--- config.mk ---
export PLATFORM = sky130hd
export DESIGN_NAME = ins_fetch_controller
export DESIGN_NICKNAME = d
export VERILOG_FILES = /design/src/rtl/ins_fetch_controller.sv
export SDC_FILE = /design/constraint.sdc
export NUM_CORES = 1
export LEC_CHECK = 0
export CAP_MARGIN = 20
export CORE_UTILIZATION = 41
export CTS_BUF_LIST = sky130_fd_sc_hd__clkbuf_4 sky130_fd_sc_hd__clkbuf_8 sky130_fd_sc_hd__clkbuf_16
export CTS_CLUSTER_DIAMETER = 30
export DETAILED_ROUTE_END_ITERATION = 10
export GPL_ROUTABILITY_DRIVEN = 0
export HOLD_SLACK_MARGIN = 0.1
export PLACE_DENSITY_LB_ADDON = 0.2
export SLEW_MARGIN = 0
export SYNTH_ARGS = -nofsm -noshare
export SYNTH_HDL_FRONTEND = slang
export SYNTH_SLANG_ARGS = --single-unit
--- constraint.sdc ---
create_clock -name clk -period 1.35 [get_ports clk]
set_input_delay 0.2025 -clock clk [delete_from_list [all_inputs] [get_ports clk]]
set_output_delay 0.2025 -clock clk [all_outputs]
set_load 0.005 [all_outputs]
--- src/rtl/ins_fetch_controller.sv ---
// rtl/ins_fetch_controller.sv - PC sequencer and one-slot fetch buffer feeding decode
// Optional halt-opcode detection is enabled with `define HALT_DETECT_EN.
module ins_fetch_controller #(
  parameter int unsigned          word_size   = 8,
  parameter int unsigned          index_size  = 4,
  parameter logic [word_size-1:0] HALT_OPCODE = 8'hFF
) (
  input  logic                  clk,
  input  logic                  rst,
  input  logic                  start,
  output logic [index_size-1:0] prog_count,
  input  logic [word_size-1:0]  ins_val,
  output logic [word_size-1:0]  fetch_ins,
  output logic [index_size-1:0] fetch_pc,
  output logic                  fetch_valid,
  input  logic                  fetch_ready,
  input  logic                  branch_en,
  input  logic [index_size-1:0] branch_target,
  output logic                  halted
);

  localparam logic [1:0] ST_IDLE  = 2'd0;
  localparam logic [1:0] ST_FETCH = 2'd1;
  localparam logic [1:0] ST_HALT  = 2'd2;

  logic [1:0]            state_q, state_d;
  logic [index_size-1:0] prog_count_q, prog_count_d;
  logic [word_size-1:0]  fetch_ins_q, fetch_ins_d;
  logic [index_size-1:0] fetch_pc_q, fetch_pc_d;
  logic                  fetch_valid_q, fetch_valid_d;
  logic                  load;

  // A branch always wins: it flushes the slot and blocks any load or halt that cycle.
  assign load = (state_q == ST_FETCH) && (!fetch_valid_q || fetch_ready) && !branch_en;

  always_comb begin
    state_d       = state_q;
    prog_count_d  = prog_count_q;
    fetch_ins_d   = fetch_ins_q;
    fetch_pc_d    = fetch_pc_q;
    fetch_valid_d = fetch_valid_q;

    if (branch_en) begin
      prog_count_d  = branch_target;
      fetch_valid_d = 1'b0;
    end else begin
      if (load) begin
        fetch_ins_d   = ins_val;
        fetch_pc_d    = prog_count_q;
        fetch_valid_d = 1'b1;
        prog_count_d  = prog_count_q + 1'b1;
`ifdef HALT_DETECT_EN
        if (ins_val == HALT_OPCODE) begin
          state_d = ST_HALT;
        end
`endif
      end else if (fetch_ready) begin
        fetch_valid_d = 1'b0;
      end
      if (start && (state_q != ST_FETCH)) begin
        state_d = ST_FETCH;
      end
    end
  end

  always_ff @(posedge clk) begin
    if (rst) begin
      state_q       <= ST_IDLE;
      prog_count_q  <= '0;
      fetch_ins_q   <= '0;
      fetch_pc_q    <= '0;
      fetch_valid_q <= 1'b0;
    end else begin
      state_q       <= state_d;
      prog_count_q  <= prog_count_d;
      fetch_ins_q   <= fetch_ins_d;
      fetch_pc_q    <= fetch_pc_d;
      fetch_valid_q <= fetch_valid_d;
    end
  end

  assign prog_count  = prog_count_q;
  assign fetch_ins   = fetch_ins_q;
  assign fetch_pc    = fetch_pc_q;
  assign fetch_valid = fetch_valid_q;

`ifdef HALT_DETECT_EN
  assign halted = (state_q == ST_HALT);
`else
  logic unused_halt_opcode;
  assign unused_halt_opcode = ^HALT_OPCODE;
  assign halted = 1'b0;
`endif

endmodule
==> flow_metrics.env <==
export IMPL_hold_buffers=0
export IMPL_ys_top_cells_by_count="dfxtp_1 (18), nand4_1 (14), a21oi_1 (13)"
export IMPL_worstPathArrival_ns=1.49
export IMPL_synth_main_ff_cell="dfxtp_1"
export IMPL_wire_per_inst_um=15.09
export IMPL_hold_viol_final=0
export IMPL_ys_seq_area_share_pct=44.10
export IMPL_final_nets=153
export IMPL_rrSetupSlack_ns=0.06
export IMPL_critPathTopFamily="compound AO/OA/AOI/OAI gates"
export IMPL_min_path_cells=3
export IMPL_syn_area_um2=817.0
export IMPL_root_buffer="clkbuf_4"
export IMPL_power_mw=1.133
export IMPL_grt_pass1_wl_um=3677
export IMPL_yosysUniqueCellTypes=23
export IMPL_clk_pin_slew_worst_paths_ns=0.11
export IMPL_finalSetupTns_ns=0
export IMPL_max_cap_violations=0
export IMPL_std_cell_rows=15
export IMPL_endpoint_kind="flop"
export IMPL_post_place_ws_ns=-0.1761
export IMPL_dieArea_um2=2175
export IMPL_cts_tree="yes"
export IMPL_placed_cell_area_um2=1219
export IMPL_viasPerCell=5.591
export IMPL_drc=0
export IMPL_min_path_type="in2reg"
export IMPL_synth_area_leaders="dfxtp_1 (44%), o31ai_1 (11%), nand4_1 (11%)"
export IMPL_final_util_pct=74.10
export IMPL_setup_slack_ns=0.06300
export IMPL_timing_worst_setup_path_type="reg2reg"
export IMPL_grt_pass1_vias=811
export IMPL_min_period_over_period_pct=95.33
export IMPL_ctsHtreeMaxLevel=1
export IMPL_cts_made_buffers=3
export IMPL_slowest_delay_ns=0.36
export IMPL_synth_seq_cells=18
export IMPL_cp_num_cells=4
export IMPL_fillers=145
export IMPL_grt_overflow=0
export IMPL_clk_latency_ns=0.30
export IMPL_crit_chain="buf_4 -> ha_1 -> a31o_1 -> a311oi_1"
export IMPL_crit_buf_inv=1
export IMPL_peakVddDrop_mv=0.5286
export IMPL_start_util_pct=45.35
export IMPL_worst_r2r_cell_count=4
export IMPL_pin_count=35
export IMPL_diodes=0
export IMPL_drtAntennaViolNets=0
export IMPL_synth_top_area_share_pct=44.10
export IMPL_drive_gt1_share_pct=24.63
export IMPL_postSynthAreaPerCell_um2=8.692
export IMPL_synth_edf_count=0
export IMPL_critPathLaunchType="flop"
export IMPL_fmax_mhz=777.0
export IMPL_crit_required_ns=1.56
export IMPL_drt_first_pass_iters=4
export IMPL_place_hpwl_um=1511
export IMPL_grt_max_degree=22
export IMPL_synthCells=94
export IMPL_drt_iter0_drc=14
export IMPL_cts_sinks=18
export IMPL_worstPathMaxFanout=5
export IMPL_skew_ns=0.001463
export IMPL_regArea_um2=379.1
export IMPL_drv_slew=0
export IMPL_vias=889
export IMPL_setup_violations=0
export IMPL_wl_um=2399
export IMPL_syn_nets=112
export IMPL_async_flop_share_pct=0
export IMPL_portBuffers=33
export IMPL_track_usage_pct=23.88
export IMPL_synth_top_area_cell="dfxtp_1"
export IMPL_clockBufferDepth=2
export IMPL_die_h_um=46.64
export IMPL_timing_final_crit_period_ns=1.287
export IMPL_rsz0062_at_grt="no"
export IMPL_final_cell_area_um2=1335
export IMPL_multi_input_area_um2=379.1
export IMPL_ys_warn_count=0
export IMPL_synth_most_common_cell="dfxtp_1"
export IMPL_crit_slowest_cell="dfxtp_4"
export IMPL_total_leakage_power_nw=0.7097
export IMPL_antenna_found_initial=0
export IMPL_die_w_um=46.64
export IMPL_area_delta_synth_final_pct=63.40
export IMPL_core_um2=1802
export IMPL_outcome="completed"
export IMPL_pwr_density_cell_nw_per_um2=849.0
state kept, by name, summed over array words and instances, names as in the netlist:
name         flops
prog_count       4
state_q          1
fetch_pc         4
fetch_valid      1
fetch_ins        8
worst register-to-register path: cells and delay by family, from the launching register on:
| kind | cells | cell delay (ns) |
|---|---|---|
| buffers and inverters | 1 | 0.15 |
| AO/OA/AOI/OAI | 2 | 0.47 |
| adder cells (fa/ha/maj) | 1 | 0.21 |
| flip-flops | 1 | 0.36 |
worst paths after layout:
path	from	to
max	prog_count[0]$_SDFFE_PP0P_	prog_count[2]$_SDFFE_PP0P_
min	ins_val[3]	fetch_ins[3]$_SDFFE_PP0P_
max reg2reg	prog_count[0]$_SDFFE_PP0P_	prog_count[2]$_SDFFE_PP0P_
min reg2reg	fetch_pc[0]$_SDFFE_PP0P_	fetch_pc[0]$_SDFFE_PP0P_
repair_timing:
| action | 4_1_cts | 5_1_grt |
|---|---|---|
| pin swaps | 0 | 0 |
| setup endpoints to repair | 12 | 12 |
| setup buffers | 4 | 1 |
| resized for setup | 16 | 15 |
cell type report:
| type | instances | area share, % |
|---|---|---|
| flip-flops and latches | 18 | 28.40 |
| multi-input cells | 60 | 28.40 |
| well taps | 25 | 2.343 |
| repair buffers | 48 | 36.83 |
| clock buffers | 4 | 2.718 |
| inverters | 4 | 1.312 |
cell usage in the layout (no fill, tap or decap):
cell / n
clkdlybuf4s50_1: 16
nand4_1: 14
a21oi_1: 13
buf_4: 13
o31ai_1: 12
dfxtp_2: 12
dlymetal6s2s_1: 12
nor2_1: 5
dfxtp_1: 5
dlygate4sd2_1: 5
a311oi_1: 4
inv_1: 3
clkbuf_4: 3
a31o_1: 2
buf_12: 2
nand2b_1: 1
inv_4: 1
and2b_1: 1
and3_1: 1
a211oi_1: 1
o21ai_1: 1
nand3_1: 1
o21ai_0: 1
or3_1: 1
ha_1: 1
conb_1: 1
clkbuf_8: 1
dfxtp_4: 1
metrics by stage:
step / instances / hold WS, ns
after global routing: 159 / 0.4632
after CTS: 158 / 0.4535
after detailed placement: 150 / 0.4635
final: 159 / 0.4517
after global placement: 150 / 0.4557
after floorplan: 94 / 0.3472
report_power, final:
group	internal [mW]	switching (mW)	leakage [nW]
sequential	0.555	0.0135	0.153
combinational	0.121	0.0979	0.536
clock	0.164	0.181	0.0210
layer usage:
metal	part of all wire (%)	GRT usage (%)
met3	3.8	3.529
met4	1.1	7.429
met5	0	0
met1	47	30.73
met2	48	40.56
kinds of logic (layout without fill, tap and decap cells):
kind of cell	Yosys count	in the layout	share of synthesized area [%]
simple gates	24	24	16.85
fa+ha+maj	1	1	1.531
buf+inv	16	56	9.495
compound gates	34	34	27.56
other cells	1	1	0.4590
flops	18	18	44.10
Note: power is estimated with default switching activity, not from simulation.
